**src/rtl/uart_pkg.sv**
```systemverilog
// Shared UART definitions: CPU address width, register map, STATUS bit positions
// and the state encoding used by both the TX and RX serial FSMs.
`ifndef ADDR_WIDTH
`define ADDR_WIDTH 16
`endif

package uart_pkg;

  localparam int unsigned REG_DATA   = 0;
  localparam int unsigned REG_STATUS = 2;

  localparam int unsigned ST_RX_VALID   = 0;
  localparam int unsigned ST_TX_FULL    = 1;
  localparam int unsigned ST_RX_OVERRUN = 2;
  localparam int unsigned ST_TX_BUSY    = 3;
  localparam int unsigned ST_FRAME_ERR  = 4;

  typedef enum logic [1:0] {
    IDLE  = 2'd0,
    START = 2'd1,
    DATA  = 2'd2,
    STOP  = 2'd3
  } uart_state_t;

endpackage

```
**src/rtl/uart_mmio_if.sv**
```systemverilog
// CPU data-bus view of the UART: byte address, read/write strobes, write data,
// registered read data and the combinational address-decode hit.
`ifndef ADDR_WIDTH
`define ADDR_WIDTH 16
`endif

interface uart_mmio_if;
  logic [`ADDR_WIDTH-1:0] addr;
  logic                   rd;
  logic                   wr;
  logic [15:0]            wr_data;
  logic [15:0]            rd_data;
  logic                   sel;

  modport master (output addr, rd, wr, wr_data, input rd_data, sel);
  modport slave  (input addr, rd, wr, wr_data, output rd_data, sel);
endinterface

```
**src/rtl/uart_fifo.sv**
```systemverilog
// Synchronous FIFO with an extra pointer bit to tell full from empty; a pop in
// the same cycle frees room for a push even when full.
module uart_fifo #(
  parameter int unsigned WIDTH = 8,
  parameter int unsigned DEPTH = 16
) (
  input  logic             clk,
  input  logic             rst,
  input  logic             i_push,
  input  logic [WIDTH-1:0] i_wdata,
  input  logic             i_pop,
  output logic [WIDTH-1:0] o_head_c,
  output logic             o_full_c,
  output logic             o_empty_c
);

  localparam int unsigned AW = $clog2(DEPTH);
  localparam int unsigned PW = AW + 1;

  logic [PW-1:0]    r_wr_ptr;
  logic [PW-1:0]    r_rd_ptr;
  logic [WIDTH-1:0] r_mem [DEPTH];
  logic             w_do_push;
  logic             w_do_pop;

  assign o_empty_c = (r_wr_ptr == r_rd_ptr);
  assign o_full_c  = (r_wr_ptr[AW-1:0] == r_rd_ptr[AW-1:0]) && (r_wr_ptr[AW] != r_rd_ptr[AW]);
  assign w_do_pop  = i_pop && !o_empty_c;
  assign w_do_push = i_push && (!o_full_c || w_do_pop);
  assign o_head_c  = r_mem[r_rd_ptr[AW-1:0]];

  always_ff @(posedge clk or posedge rst) begin
    if (rst) begin
      r_wr_ptr <= '0;
      r_rd_ptr <= '0;
    end else begin
      if (w_do_push) r_wr_ptr <= r_wr_ptr + PW'(1);
      if (w_do_pop)  r_rd_ptr <= r_rd_ptr + PW'(1);
    end
  end

  // Storage needs no reset; pointers alone define validity.
  always_ff @(posedge clk) begin
    if (w_do_push) r_mem[r_wr_ptr[AW-1:0]] <= i_wdata;
  end

endmodule

```
**src/rtl/uart_mmio.sv**
```systemverilog
// Memory-mapped UART: DATA at BASE_ADDR, STATUS at BASE_ADDR+2, one-cycle read latency.
// Optional build macro UART_LOOPBACK_EN feeds uart_tx back into the RX synchroniser.
module uart_mmio
  import uart_pkg::*;
#(
  parameter int unsigned CLOCK_HZ   = 27_000_000,
  parameter int unsigned BAUD       = 115_200,
  parameter int unsigned FIFO_DEPTH = 16,
  parameter int unsigned BASE_ADDR  = 'h082
) (
  input  logic              clk,
  input  logic              rst,
  uart_mmio_if.slave        bus,
  input  logic              uart_rx,
  output logic              uart_tx,
  output logic              irq_rx
);

  localparam int unsigned    DIV      = CLOCK_HZ / BAUD;
  localparam int unsigned    CW       = $clog2(DIV);
  localparam logic [CW-1:0]  BIT_END  = CW'(DIV - 1);
  localparam logic [CW-1:0]  HALF_END = CW'(DIV / 2 - 1);

  // Address decode
  logic w_hit_data, w_hit_stat;
  assign w_hit_data = (bus.addr == `ADDR_WIDTH'(BASE_ADDR + REG_DATA));
  assign w_hit_stat = (bus.addr == `ADDR_WIDTH'(BASE_ADDR + REG_STATUS));
  assign bus.sel    = w_hit_data || w_hit_stat;

  logic w_unused_wr_hi;
  assign w_unused_wr_hi = &{1'b0, bus.wr_data[15:8]};

  // FIFOs
  logic [7:0] w_tx_head, w_rx_head;
  logic       w_tx_full, w_tx_empty, w_tx_pop, w_tx_push;
  logic       w_rx_full, w_rx_empty, w_rx_pop, w_rx_push;
  logic [7:0] r_rx_shift;

  assign w_tx_push = bus.wr && w_hit_data;
  assign w_rx_pop  = bus.rd && w_hit_data;

  uart_fifo #(.WIDTH(8), .DEPTH(FIFO_DEPTH)) u_tx_fifo (
    .clk(clk), .rst(rst), .i_push(w_tx_push), .i_wdata(bus.wr_data[7:0]), .i_pop(w_tx_pop),
    .o_head_c(w_tx_head), .o_full_c(w_tx_full), .o_empty_c(w_tx_empty)
  );

  uart_fifo #(.WIDTH(8), .DEPTH(FIFO_DEPTH)) u_rx_fifo (
    .clk(clk), .rst(rst), .i_push(w_rx_push), .i_wdata(r_rx_shift), .i_pop(w_rx_pop),
    .o_head_c(w_rx_head), .o_full_c(w_rx_full), .o_empty_c(w_rx_empty)
  );

  // TX FSM
  uart_state_t   r_tx_state, w_tx_state_n;
  logic [CW-1:0] r_tx_cnt, w_tx_cnt_n;
  logic [2:0]    r_tx_bit, w_tx_bit_n;
  logic [7:0]    r_tx_shift, w_tx_shift_n;
  logic          r_tx, w_tx_n;

  always_ff @(posedge clk or posedge rst) begin
    if (rst) begin
      r_tx_state <= IDLE;
      r_tx_cnt   <= '0;
      r_tx_bit   <= '0;
      r_tx_shift <= '0;
      r_tx       <= 1'b1;
    end else begin
      r_tx_state <= w_tx_state_n;
      r_tx_cnt   <= w_tx_cnt_n;
      r_tx_bit   <= w_tx_bit_n;
      r_tx_shift <= w_tx_shift_n;
      r_tx       <= w_tx_n;
    end
  end

  always_comb begin
    w_tx_state_n = r_tx_state;
    w_tx_cnt_n   = r_tx_cnt;
    w_tx_bit_n   = r_tx_bit;
    w_tx_shift_n = r_tx_shift;
    w_tx_n       = r_tx;
    w_tx_pop     = 1'b0;
    case (r_tx_state)
      IDLE: begin
        w_tx_n = 1'b1;
        if (!w_tx_empty) begin
          w_tx_pop     = 1'b1;
          w_tx_shift_n = w_tx_head;
          w_tx_cnt_n   = '0;
          w_tx_n       = 1'b0;
          w_tx_state_n = START;
        end
      end
      START: begin
        if (r_tx_cnt == BIT_END) begin
          w_tx_cnt_n   = '0;
          w_tx_bit_n   = '0;
          w_tx_n       = r_tx_shift[0];
          w_tx_state_n = DATA;
        end else begin
          w_tx_cnt_n = r_tx_cnt + CW'(1);
        end
      end
      DATA: begin
        if (r_tx_cnt == BIT_END) begin
          w_tx_cnt_n = '0;
          if (r_tx_bit == 3'd7) begin
            w_tx_n       = 1'b1;
            w_tx_state_n = STOP;
          end else begin
            w_tx_bit_n   = r_tx_bit + 3'd1;
            w_tx_shift_n = {1'b0, r_tx_shift[7:1]};
            w_tx_n       = r_tx_shift[1];
          end
        end else begin
          w_tx_cnt_n = r_tx_cnt + CW'(1);
        end
      end
      STOP: begin
        if (r_tx_cnt == BIT_END) begin
          w_tx_cnt_n = '0;
          // Chain straight into the next start bit to avoid an idle gap.
          if (!w_tx_empty) begin
            w_tx_pop     = 1'b1;
            w_tx_shift_n = w_tx_head;
            w_tx_n       = 1'b0;
            w_tx_state_n = START;
          end else begin
            w_tx_n       = 1'b1;
            w_tx_state_n = IDLE;
          end
        end else begin
          w_tx_cnt_n = r_tx_cnt + CW'(1);
        end
      end
      default: w_tx_state_n = IDLE;
    endcase
  end

  assign uart_tx = r_tx;

  // RX input select and synchroniser
  logic       w_rx_in;
  logic [1:0] r_rx_sync;
  logic       r_rx_prev;
  logic       w_rx_s, w_rx_fall;

`ifdef UART_LOOPBACK_EN
  logic w_unused_rx_pin;
  assign w_unused_rx_pin = uart_rx;
  assign w_rx_in         = r_tx;
`else
  assign w_rx_in = uart_rx;
`endif

  always_ff @(posedge clk or posedge rst) begin
    if (rst) begin
      r_rx_sync <= 2'b11;
      r_rx_prev <= 1'b1;
    end else begin
      r_rx_sync <= {r_rx_sync[0], w_rx_in};
      r_rx_prev <= r_rx_sync[1];
    end
  end

  assign w_rx_s    = r_rx_sync[1];
  assign w_rx_fall = r_rx_prev && !w_rx_s;

  // RX FSM
  uart_state_t   r_rx_state, w_rx_state_n;
  logic [CW-1:0] r_rx_cnt, w_rx_cnt_n;
  logic [2:0]    r_rx_bit, w_rx_bit_n;
  logic [7:0]    w_rx_shift_n;
  logic          w_frame_err_set;

  always_ff @(posedge clk or posedge rst) begin
    if (rst) begin
      r_rx_state <= IDLE;
      r_rx_cnt   <= '0;
      r_rx_bit   <= '0;
      r_rx_shift <= '0;
    end else begin
      r_rx_state <= w_rx_state_n;
      r_rx_cnt   <= w_rx_cnt_n;
      r_rx_bit   <= w_rx_bit_n;
      r_rx_shift <= w_rx_shift_n;
    end
  end

  always_comb begin
    w_rx_state_n    = r_rx_state;
    w_rx_cnt_n      = r_rx_cnt;
    w_rx_bit_n      = r_rx_bit;
    w_rx_shift_n    = r_rx_shift;
    w_rx_push       = 1'b0;
    w_frame_err_set = 1'b0;
    case (r_rx_state)
      IDLE: begin
        w_rx_cnt_n = '0;
        if (w_rx_fall) w_rx_state_n = START;
      end
      START: begin
        // Half-bit resample rejects short low glitches.
        if (r_rx_cnt == HALF_END) begin
          w_rx_cnt_n   = '0;
          w_rx_bit_n   = '0;
          w_rx_state_n = w_rx_s ? IDLE : DATA;
        end else begin
          w_rx_cnt_n = r_rx_cnt + CW'(1);
        end
      end
      DATA: begin
        if (r_rx_cnt == BIT_END) begin
          w_rx_cnt_n   = '0;
          w_rx_shift_n = {w_rx_s, r_rx_shift[7:1]};
          if (r_rx_bit == 3'd7) w_rx_state_n = STOP;
          else                  w_rx_bit_n   = r_rx_bit + 3'd1;
        end else begin
          w_rx_cnt_n = r_rx_cnt + CW'(1);
        end
      end
      STOP: begin
        if (r_rx_cnt == BIT_END) begin
          w_rx_cnt_n      = '0;
          w_rx_state_n    = IDLE;
          w_rx_push       = w_rx_s;
          w_frame_err_set = !w_rx_s;
        end else begin
          w_rx_cnt_n = r_rx_cnt + CW'(1);
        end
      end
      default: w_rx_state_n = IDLE;
    endcase
  end

  // Sticky flags: a new event in the same cycle wins over a CPU clear.
  logic r_rx_overrun, r_frame_err;
  logic w_overrun_set;
  assign w_overrun_set = w_rx_push && w_rx_full && !w_rx_pop;

  always_ff @(posedge clk or posedge rst) begin
    if (rst) begin
      r_rx_overrun <= 1'b0;
      r_frame_err  <= 1'b0;
    end else begin
      if (w_overrun_set) r_rx_overrun <= 1'b1;
      else if (bus.wr && w_hit_stat && bus.wr_data[ST_RX_OVERRUN]) r_rx_overrun <= 1'b0;
      if (w_frame_err_set) r_frame_err <= 1'b1;
      else if (bus.wr && w_hit_stat && bus.wr_data[ST_FRAME_ERR]) r_frame_err <= 1'b0;
    end
  end

  logic [15:0] w_status;
  always_comb begin
    w_status                = '0;
    w_status[ST_RX_VALID]   = !w_rx_empty;
    w_status[ST_TX_FULL]    = w_tx_full;
    w_status[ST_RX_OVERRUN] = r_rx_overrun;
    w_status[ST_TX_BUSY]    = (r_tx_state != IDLE) || !w_tx_empty;
    w_status[ST_FRAME_ERR]  = r_frame_err;
  end

  // Read data and interrupt
  logic [15:0] r_rd_data;
  logic        r_irq;

  always_ff @(posedge clk or posedge rst) begin
    if (rst) begin
      r_rd_data <= '0;
      r_irq     <= 1'b0;
    end else begin
      r_irq <= !w_rx_empty;
      if (bus.rd && w_hit_data)      r_rd_data <= w_rx_empty ? 16'h0000 : {8'h00, w_rx_head};
      else if (bus.rd && w_hit_stat) r_rd_data <= w_status;
    end
  end

  assign bus.rd_data = r_rd_data;
  assign irq_rx      = r_irq;

endmodule

```
**src/flat_wrapper.sv**
```systemverilog
// flat-port wrapper written by rule: the top's interface ports become plain ports
module uart_mmio_flat import uart_pkg::*;
#(
  parameter int unsigned CLOCK_HZ   = 27_000_000,
  parameter int unsigned BAUD       = 115_200,
  parameter int unsigned FIFO_DEPTH = 16,
  parameter int unsigned BASE_ADDR  = 'h082
)
  (clk, rst, uart_rx, uart_tx, irq_rx, bus_addr, bus_rd, bus_wr, bus_wr_data, bus_rd_data, bus_sel);
  uart_mmio_if bus_i ();
  input  logic clk;
  input  logic rst;
  input  logic uart_rx;
  output logic uart_tx;
  output logic irq_rx;
  input wire logic [$bits(bus_i.addr)-1:0] bus_addr;
  input wire logic [$bits(bus_i.rd)-1:0] bus_rd;
  input wire logic [$bits(bus_i.wr)-1:0] bus_wr;
  input wire logic [$bits(bus_i.wr_data)-1:0] bus_wr_data;
  output wire logic [$bits(bus_i.rd_data)-1:0] bus_rd_data;
  output wire logic [$bits(bus_i.sel)-1:0] bus_sel;
  assign bus_i.addr = bus_addr;
  assign bus_i.rd = bus_rd;
  assign bus_i.wr = bus_wr;
  assign bus_i.wr_data = bus_wr_data;
  assign bus_rd_data = bus_i.rd_data;
  assign bus_sel = bus_i.sel;
  uart_mmio #(.CLOCK_HZ(CLOCK_HZ), .BAUD(BAUD), .FIFO_DEPTH(FIFO_DEPTH), .BASE_ADDR(BASE_ADDR)) u_core (.clk(clk), .rst(rst), .bus(bus_i), .uart_rx(uart_rx), .uart_tx(uart_tx), .irq_rx(irq_rx));
endmodule
```
**config.mk**
```make
export PLATFORM = sky130hd
export DESIGN_NAME = uart_mmio_flat
export DESIGN_NICKNAME = d
export VERILOG_FILES = /design/src/rtl/uart_pkg.sv /design/src/rtl/uart_mmio_if.sv /design/src/rtl/uart_fifo.sv /design/src/rtl/uart_mmio.sv /design/src/flat_wrapper.sv
export SDC_FILE = /design/constraint.sdc
export NUM_CORES = 1
export LEC_CHECK = 0
export ABC_CLOCK_PERIOD_IN_PS = 3350
export BUFFER_PORTS_ARGS = -buffer_cell sky130_fd_sc_hd__buf_4
export CAP_MARGIN = 20
export CORE_UTILIZATION = 61
export CTS_CLUSTER_DIAMETER = 80
export DETAILED_ROUTE_END_ITERATION = 6
export PLACE_DENSITY = 0.85
export SYNTH_ARGS = -nofsm -noshare
export SYNTH_HDL_FRONTEND = slang
export SYNTH_SLANG_ARGS = --single-unit
```
**constraint.sdc**
```tcl
create_clock -name clk -period 3.35 [get_ports clk]
set_clock_uncertainty 0.15 [all_clocks]
set_input_delay 0.5025 -clock clk [delete_from_list [all_inputs] [get_ports clk]]
set_output_delay 0.5025 -clock clk [all_outputs]
set_load 0.02 [all_outputs]
```
# After elaboration in Yosys (flattened, before gate mapping)
# Memory sizes are Yosys's and may differ from the RTL's.
# Index checks and enable logic that the tools add are counted.
dict set report word_totals {
  mem_count 2
  register_bits 85
  output_inout_bits 19
  wordCells 160
  mem_bits_rw 256
  inputBits 37
}
dict set report op_classes {
  n_reduce_logical 43
  mux 57
  addsub 8
  n_eq_ne 31
}
# name words width rd rd_clocked_by_memory_dff wr line
set memory_table {}
lappend memory_table {u_core.u_rx_fifo.r_mem 16 8 1 0 1 uart_fifo.sv:22} ;# logic [WIDTH-1:0] r_mem [DEPTH];
lappend memory_table {u_core.u_tx_fifo.r_mem 16 8 1 0 1 uart_fifo.sv:22}
# op n
set ops {}
lappend ops {{$mux 8} 9}
lappend ops {{$pmux 8 s3} 2}
lappend ops {{$eq 16x8->1 const B} 2}
lappend ops {{$mux 16} 2}
lappend ops {{$mux 2} 11}
lappend ops {{$add 5x1->5 const B} 4}
lappend ops {{$mux 1} 20}
lappend ops {{$mux 3} 6}
lappend ops {{$ne 2x1->1 const B} 9}
lappend ops {{$add 8x1->8 const B} 2}
lappend ops {{$eq 8x8->1 const B} 2}
lappend ops {{$pmux 2 s4} 2}
lappend ops {{$pmux 8 s2} 1}
lappend ops {{$logic_and 1x1->1} 15}
lappend ops {{$pmux 3 s2} 2}
lappend ops {{$reduce_and 4->1} 3}
lappend ops {{$reduce_bool 2->1} 6}
lappend ops {{$eq 5x5->1} 2}
lappend ops {{$reduce_and 5->1} 2}
lappend ops {{$eq 2x2->1 const B} 4}
lappend ops {{$eq 4x4->1} 2}
lappend ops {{$eq 8x7->1 const B} 1}
lappend ops {{$add 3x1->3 const B} 2}
lappend ops {{$eq 3x3->1 const B} 2}
lappend ops {{13 further kinds} 26}

# Depth between registers and ports, before layout
# Gate-level depths: netlist (run 1).
dict set report logic_depth {
  word_depth 9
  mapped_depth 8
  depth_no_buf 7
}

# Modules after synthesis
# From an unflattened synthesis (run 1), not the netlist that was laid out.
dict set report unflattened {
  hier_cells 817
  hier_area_um2 14322.5
}
# module cells_each seq_area_each_um2 area_each_um2 n_inst
set modules_own_cells {}
lappend modules_own_cells {uart_fifo 268 4093.9 5624.1 2}
lappend modules_own_cells {uart_mmio 281 1431.4 3074.2 1}

# Least setup slack after synthesis (run 1)
# OpenSTA, ideal clock, no wires.
dict set report synth_timing {
  path_kind {input-to-reg}
  start {in bus_addr[8]}
  end {mem u_core.u_rx_fifo.r_mem[3][0] (enable)}
  arrival_time_ns 2.316
  t_required_ns 2.817
  stages 5
  setup_time_ns 0.383
  n_path_buf 0
  setup_slack_ns 0.501
  path_cell_list {nor4b_1 nand4_1 o311ai_2 nand3_1 nor3_1}
}
dict set report synth_between {
  elab_chain_cells 7
}
# element line
set synth_lines {}
lappend synth_lines {{start: declaration} flat_wrapper.sv:16} ;# input wire logic [$bits(bus_i.addr)-1:0] bus_addr;
lappend synth_lines {{$eq 16x8->1} uart_mmio.sv:26} ;# assign w_hit_data = (bus.addr == `ADDR_WIDTH'(BASE_ADDR + REG_DATA));
lappend synth_lines {{$logic_and 1x1->1} uart_mmio.sv:40} ;# assign w_rx_pop = bus.rd && w_hit_data;
lappend synth_lines {{$logic_and 1x1->1} uart_fifo.sv:28} ;# assign w_do_pop = i_pop && !o_empty_c;
lappend synth_lines {{$logic_or 1x1->1} uart_fifo.sv:29} ;# assign w_do_push = i_push && (!o_full_c || w_do_pop);
lappend synth_lines {{$logic_and 1x1->1} uart_fifo.sv:29}
lappend synth_lines {{$mux 1} uart_fifo.sv:44} ;# if (w_do_push) r_mem[r_wr_ptr[AW-1:0]] <= i_wdata;
lappend synth_lines {{$mux 1 (implied by the code)} uart_fifo.sv:44}
lappend synth_lines {{end: declaration} uart_fifo.sv:22}
# No other way between the ends.

# Final worst setup path (run 1)
dict set report layout_timing {
  start {reg u_core.r_tx_cnt[1]}
  end {mem u_core.u_tx_fifo.r_mem[9][0] (enable)}
}
dict set report layout_between {
  elab_chain_cells 8
}
# element line
set layout_lines {}
lappend layout_lines {{start: declaration} uart_mmio.sv:54} ;# logic [CW-1:0] r_tx_cnt, w_tx_cnt_n;
lappend layout_lines {{start signal: assignment} uart_mmio.sv:68} ;# r_tx_cnt <= w_tx_cnt_n;
lappend layout_lines {{$eq 8x8->1} uart_mmio.sv:119} ;# if (r_tx_cnt == BIT_END) begin
lappend layout_lines {{$mux 1} uart_mmio.sv:119}
lappend layout_lines {{$pmux 1 s2} uart_mmio.sv:82} ;# case (r_tx_state)
lappend layout_lines {{$logic_and 1x1->1} uart_fifo.sv:28}
lappend layout_lines {{$logic_or 1x1->1} uart_fifo.sv:29}
lappend layout_lines {{$logic_and 1x1->1} uart_fifo.sv:29}
lappend layout_lines {{$mux 1} uart_fifo.sv:44}
lappend layout_lines {{$mux 1 (implied by the code)} uart_fifo.sv:44}
lappend layout_lines {{end: declaration} uart_fifo.sv:22}
# No other way between the ends.

==> results of run 1 <==
==> power by group through the flow <==
stage | combinational (mW) | clock [mW] | sequential, mW
2_1_floorplan | 0.133 | 0 | 4.55
3_3_place_gp | 0.178 | 0 | 4.57
3_5_place_dp | 0.184 | 0 | 4.57
4_1_cts | 0.188 | 3.66 | 4.49
5_1_grt | 0.211 | 3.81 | 4.49
6_report | 0.186 | 3.63 | 4.49
==> Yosys cell counts, drive strengths merged (2+ instances only) <==
cell    number
clkbuf      14
xor2        14
nor3b        3
o311ai       2
inv         19
ha          24
nor2        19
mux2i       19
a22o        12
a22oi        8
a221o        3
and3        33
mux2        21
buf         32
mux4        63
nand3       14
or3          2
and2         3
a21oi       11
nand4       11
nor3         5
nor4         4
a21o         3
a211oi       9
o21ai       18
edfxtp     256
xnor2       23
and4         5
dfstp        4
o211ai       4
o22ai        8
nand2b       2
nand3b       2
nor2b       22
a31oi        5
dfrtp       73
nand2       27
==> worst register-to-register path: stages (launching register included) <==
cell      delay (ns)
dfrtp_1         0.39
inv_1           0.08
ha_1            0.13
and4bb_2        0.26
a31oi_1         0.12
o211ai_1        0.43
and3_1          0.43
and3_1          0.59
==> through the flow <==
step                hold WS [ns]  area [um2]  power, mW  setup WS [ns]
floorplan                 0.1952       13990      4.685         0.5007
CTS                     0.003143       15670      8.334         0.4431
global route             0.03817       15670      8.511         0.2761
detailed placement        0.1972       14580      4.758         0.2868
finish                  -0.03247       15670      8.299         0.4098
global placement          0.1966       14580      4.750         0.3370
==> flip-flops by register name (all words and copies together) (netlist names), 8 cells and up, named ones only <==
name / flops
u_core.r_rx_shift: 8
u_core.r_tx_shift: 8
u_core.u_rx_fifo.r_mem: 128
u_core.r_tx_cnt: 8
u_core.u_tx_fifo.r_mem: 128
u_core.r_rx_cnt: 8
u_core.bus.rd_data: 8
==> cells by family (layout without fill, tap and decap cells) <==
group	after synthesis	after routing	synth area share, %
flip-flops	333	333	68.88
buffers and inverters	65	141	2.303
AND/OR/NAND/NOR	157	157	6.352
multiplexers	103	103	13.22
AO/OA/AOI/OAI	92	92	4.749
other	1	8	0.02685
adder cells (fa/ha/maj)	24	24	2.150
XOR/XNOR	37	37	2.321
==> metal layers <==
| metal | GRT usage (%) | part of all wire, % |
|---|---|---|
| met2 | 40.68 | 50 |
| met3 | 4.423 | 8.4 |
| met4 | 8.562 | 2.9 |
| met5 | 0 | 0 |
| met1 | 34.51 | 39 |
==> worst paths after layout <==
check / from / to / slack, ns / depth (start not counted)
min reg2reg: u_core.r_rx_sync[0] / u_core.r_rx_sync[1] / 0.20 / 0
max: u_core.r_tx_cnt[1] / u_core.u_tx_fifo.r_mem[9][0] / 0.41 / 7
max in group asynchronous: rst / u_core.r_rx_sync[0] / 2.24 / 3
min in group clk: bus_wr_data[7] / u_core.u_tx_fifo.r_mem[8][7] / 0.11 / 1
min: rst / u_core.r_tx_bit[0] / -0.03 / 2
max reg2reg: u_core.r_tx_cnt[1] / u_core.u_tx_fifo.r_mem[9][0] / 0.41 / 7
==> layout make-up <==
type	instances	area, um2	area share, %
sequential	333	9622	61.42
clock inverter	16	175.2	1.118
tap	280	350.3	2.236
inverter	19	72.57	0.4633
clock buffer	41	904.6	5.775
timing repair buffer	65	490.5	3.131
multi-input combinational	421	4050	25.85
==> flow_metrics.env, run 1 <==
export IMPL_status="finished, violations left"
export IMPL_violations="negative hold slack"
export IMPL_instances_no_fill=1175
export IMPL_final_nets=932
export IMPL_pin_count=56
export IMPL_num_antenna_cells=0
export IMPL_yosysTopAreaCellShare_pct=55.05
export IMPL_fin_crit_ns=2.940
export IMPL_cp_data_required_time_ns=3.38
export IMPL_whs_ns=-0.03247
export IMPL_drc_errors=0
export IMPL_switching_share_pct=19.94
export IMPL_ys_warn_count=0
export IMPL_ctsHoldBuffers=1
export IMPL_fillCellCount=1299
export IMPL_ys_seq_area_share_pct=68.88
export IMPL_grt_max_degree=49
export IMPL_crit_fanout=8
export IMPL_grt_pass1_vias=7657
export IMPL_crit_top_cell="and3_1"
export IMPL_dpl_cell_count=1117
export IMPL_antenna_found_initial=0
export IMPL_syn_to_final_growth_pct=12.18
export IMPL_syn_avg_cell_area_um2=17.20
export IMPL_switchingPower_mw=1.655
export IMPL_start_util_pct=63.01
export IMPL_finalHoldViolations=41
export IMPL_grt_overflow_total=0
export IMPL_finalMaxSlewViolations=0
export IMPL_rsz0062_at_grt="no"
export IMPL_die_x_um=153.3
export IMPL_final_cell_mix="edfxtp_1 (256), dfrtp_1 (71), buf_4 (64)"
export IMPL_p_per_area_nw_per_um2=529.8
export IMPL_synth_cells=812
export IMPL_cts_root_buf="clkbuf_16"
export IMPL_drt_total_wl_mm=28.66
export IMPL_critical_path_class="register to register"
export IMPL_setup_viol=0
export IMPL_cts_inserted_buffers=31
export IMPL_p_comb_share_pct=2.2
export IMPL_vias_per_cell=6.519
export IMPL_cts_tree="built"
export IMPL_power_internal_mw=6.644
export IMPL_vias=7660
export IMPL_cts_sinks=333
export IMPL_clk_latency_ns=0.55
export IMPL_firstDrtPassIters=5
export IMPL_dieArea_um2=23500
export IMPL_layout_commonest_cell="edfxtp_1"
export IMPL_ys_ff_latch=333
export IMPL_critPathBufInv=1
export IMPL_final_util_pct=70.69
export IMPL_clk_pin_slew_ns=0.07
export IMPL_synth_top_cell_by_area="edfxtp_1"
export IMPL_cp_top_family="simple AND/OR/NAND/NOR gates"
export IMPL_slowest_delay_ns=0.59
export IMPL_crit_chain="inv_1, ha_1, and4bb_2, a31oi_1, o211ai_1, and3_1, and3_1"
export IMPL_setup_tns_ns=0
export IMPL_cts_resized_gates=0
export IMPL_min_period_over_period_pct=87.77
export IMPL_timing_fmax_mhz=340.1
export IMPL_placementRows=54
export IMPL_arrival_ns=2.97
export IMPL_track_usage_pct=25.00
export IMPL_synth_flop_cell="edfxtp_1"
export IMPL_maxSlewHeadroom_pct=39.30
export IMPL_cts_setup_buffers=0
export IMPL_synthTopCellsByArea="edfxtp_1 (55%), dfrtp_1 (13%), mux4_2 (10%)"
export IMPL_p_seq_share_pct=54.1
export IMPL_port_buffers=39
export IMPL_grt_pass1_wl_mm=44.06
export IMPL_core_um2=22160
export IMPL_place_hpwl_mm=17.96
export IMPL_drive_above_1_share_pct=24.25
export IMPL_cap_violations=0
export IMPL_postSynth_asyncResetShare_pct=23.12
export IMPL_ir_drop_mv=0.4294
export IMPL_power_leakage_nw=5.971
export IMPL_cts_max_path_buffers=3
export IMPL_die_h_um=153.3
export IMPL_min_path_type="primary input to async pin"
export IMPL_tightest_slew_ns=0.9106
export IMPL_clockPowerShare_pct=43.7
export IMPL_endpoint_kind="register"
export IMPL_ant_nets=0
export IMPL_synth_cell_types=59
export IMPL_post_drt_wl_per_cell_um=24.39
export IMPL_first_iter_violations=798
export IMPL_cp_start_kind="register"
export IMPL_place_gp_congestion=0.7852
export IMPL_synth_edff_count=256
export IMPL_syn_area_um2=13960
export IMPL_cp_slowest_cell="and3_1"
export IMPL_cts_htree_levels=1
Power figures use the tool's default switching activity.
==> run 2: changes to the inputs <==
--- a/config.mk
+++ b/config.mk
@@ -5,13 +5,13 @@
 export SDC_FILE = /design/constraint.sdc
 export NUM_CORES = 1
 export LEC_CHECK = 0
-export ABC_CLOCK_PERIOD_IN_PS = 3350
+export ABC_CLOCK_PERIOD_IN_PS = 2500
 export BUFFER_PORTS_ARGS = -buffer_cell sky130_fd_sc_hd__buf_4
 export CAP_MARGIN = 20
-export CORE_UTILIZATION = 61
+export CORE_UTILIZATION = 55
 export CTS_CLUSTER_DIAMETER = 80
 export DETAILED_ROUTE_END_ITERATION = 6
-export PLACE_DENSITY = 0.85
+export PLACE_DENSITY = 0.81
 export SYNTH_ARGS = -nofsm -noshare
 export SYNTH_HDL_FRONTEND = slang
 export SYNTH_SLANG_ARGS = --single-unit
==> constraint.sdc (replaced) <==
create_clock -name clk -period 2.5 [get_ports clk]
set_clock_uncertainty 0.15 [all_clocks]
set_input_delay 0.375 -clock clk [delete_from_list [all_inputs] [get_ports clk]]
set_output_delay 0.375 -clock clk [all_outputs]
set_load 0.02 [all_outputs]
==> run 2 against run 1 <==
  * The run now ends clean
  * Non-clock buffer count is 60 higher
  * Sequential power is 34% higher
  * First-iteration DRC count is 11% lower
  * Setup slack worse by 0.32 ns
  * Critical path type unchanged
  * Largest cell class unchanged
==> flow_metrics.env, run 2 (synthesis gave the netlist of run 1 again) <==
export IMPL_final_util_pct=67.27
export IMPL_place_hpwl_mm=19.55
export IMPL_cp_slowest_cell="dfrtp_1"
export IMPL_clockPowerShare_pct=44.1
export IMPL_slowest_delay_ns=0.40
export IMPL_cp_top_family="simple AND/OR/NAND/NOR gates"
export IMPL_drive_above_1_share_pct=29.55
export IMPL_p_per_area_nw_per_um2=681.6
export IMPL_cts_sinks=333
export IMPL_crit_fanout=8
export IMPL_r2r_cells=9
export IMPL_fin_crit_ns=2.415
export IMPL_finalMaxSlewViolations=0
export IMPL_crit_chain="inv_1, ha_1, and4bb_2, a31oi_2, o211ai_1, buf_4, and3_2, and3_1, buf_12"
export IMPL_p_seq_share_pct=53.2
export IMPL_cp_data_required_time_ns=2.57
export IMPL_grt_overflow_total=0
export IMPL_grt_pass1_vias=8170
export IMPL_power_internal_mw=8.936
export IMPL_setup_tns_ns=0
export IMPL_clk_latency_ns=0.52
export IMPL_rsz0062_at_grt="yes"
export IMPL_arrival_ns=2.48
export IMPL_cts_htree_levels=2
export IMPL_pin_count=56
export IMPL_maxSlewHeadroom_pct=51.97
export IMPL_drc_errors=0
export IMPL_r2r_slack_ns=0.09
export IMPL_postLayoutSetupSlackWorst_ns=0.08526
export IMPL_cts_root_buf="clkbuf_16"
export IMPL_dieArea_um2=26030
export IMPL_min_path_type="primary input to register"
export IMPL_critical_path_class="register to register"
export IMPL_cap_violations=0
export IMPL_die_h_um=161.3
export IMPL_placed_area_um2=15360
export IMPL_cts_tree="built"
export IMPL_path_depth=9
export IMPL_layout_commonest_cell="edfxtp_1"
export IMPL_post_drt_wl_per_cell_um=23.91
export IMPL_die_x_um=161.3
export IMPL_power_leakage_nw=6.381
export IMPL_start_util_pct=56.76
export IMPL_track_usage_pct=24.49
export IMPL_final_cell_mix="edfxtp_1 (256), buf_4 (97), dfrtp_1 (71)"
export IMPL_cts_max_path_buffers=3
export IMPL_dpl_cell_count=1217
export IMPL_ant_nets=0
export IMPL_ir_drop_mv=0.5350
export IMPL_grt_max_degree=58
export IMPL_p_comb_share_pct=2.7
export IMPL_syn_to_final_growth_pct=18.52
export IMPL_vias_per_cell=6.125
export IMPL_drt_total_wl_mm=30.74
export IMPL_crit_path_start="u_core.r_tx_cnt[1]"
export IMPL_antenna_found_initial=1
export IMPL_endpoint_kind="register"
export IMPL_min_period_over_period_pct=96.59
export IMPL_timing_fmax_mhz=414.1
export IMPL_clk_pin_slew_ns=0.06
export IMPL_crit_path_end="u_core.u_tx_fifo.r_mem[0][7]"
export IMPL_tightest_slew_ns=0.7204
export IMPL_switchingPower_mw=2.345
export IMPL_cp_start_kind="register"
export IMPL_instances_no_fill=1286
export IMPL_grt_pass1_wl_mm=47.18
export IMPL_core_um2=24600
export IMPL_finalHoldViolations=0
export IMPL_place_gp_congestion=0.8238
export IMPL_dpl_worst_slack_ns=-0.1769
export IMPL_setup_viol=0
export IMPL_reg2reg_from="u_core.r_tx_cnt[1]"
export IMPL_final_area_um2=16550
export IMPL_whs_ns=0.02603
export IMPL_first_iter_violations=709
export IMPL_power_mw=11.28
export IMPL_firstDrtPassIters=5
export IMPL_vias=7877
export IMPL_cts_inserted_buffers=35
export IMPL_rr_endpoint="u_core.u_tx_fifo.r_mem[0][7]"
export IMPL_switching_share_pct=20.79
export IMPL_critPathBufInv=3
export IMPL_port_buffers=39
export IMPL_placementRows=57
export IMPL_final_nets=996
export IMPL_status="finished, final reports clean"
## run 2: timing repair
action / in CTS / in global routing
hold buffers: 2 / 0
pin swaps: 0 / 2
setup endpoints to repair: 5 / 111
resized for setup: 1 / 9
endpoints found under the hold margin: 21 / 0
buffers inserted: 0 / 3
## run 2: metal layers
metal	routed length [um]	global-route usage, %
met5	0	0
met4	793	7.676
met3	2109	5.239
met2	15450	41.11
met1	12390	32.19
## run 2: worst min-delay path by stage
| stage | slack, ns | start | end | cells after the start |
|---|---|---|---|---|
| after global routing | 0.02 | bus_wr_data[7] | u_core.u_tx_fifo.r_mem[10][7] | 1 |
| final | 0.03 | bus_wr_data[7] | u_core.u_tx_fifo.r_mem[8][7] | 1 |
| after global placement | 0.20 | u_core.r_rx_sync[0] | u_core.r_rx_sync[1] | 0 |
| after detailed placement | 0.20 | u_core.r_rx_sync[0] | u_core.r_rx_sync[1] | 0 |
| after floorplan | 0.20 | u_core.r_rx_sync[0] | u_core.r_rx_sync[1] | 0 |
| after CTS | 0.02 | bus_wr_data[7] | u_core.u_tx_fifo.r_mem[8][7] | 1 |
## run 2: cell type report
class / instances / area [um2]
diodes: 1 / 2.502
clock buffers: 45 / 964.7
clock inverters: 18 / 137.6
fillers: 1534 / 8054
inverters: 19 / 72.57
multi-input cells: 421 / 4095
flip-flops and latches: 333 / 9622
well taps: 324 / 405.4
repair buffers: 125 / 1251
## run 2: power groups by stage
stage	sequential, mW	clock, mW	combinational, mW
floorplan	6.10	0	0.180
global placement	6.12	0	0.293
detailed placement	6.12	0	0.302
CTS	6.00	5.03	0.306
global route	6.01	5.24	0.339
finish	6.00	4.98	0.302
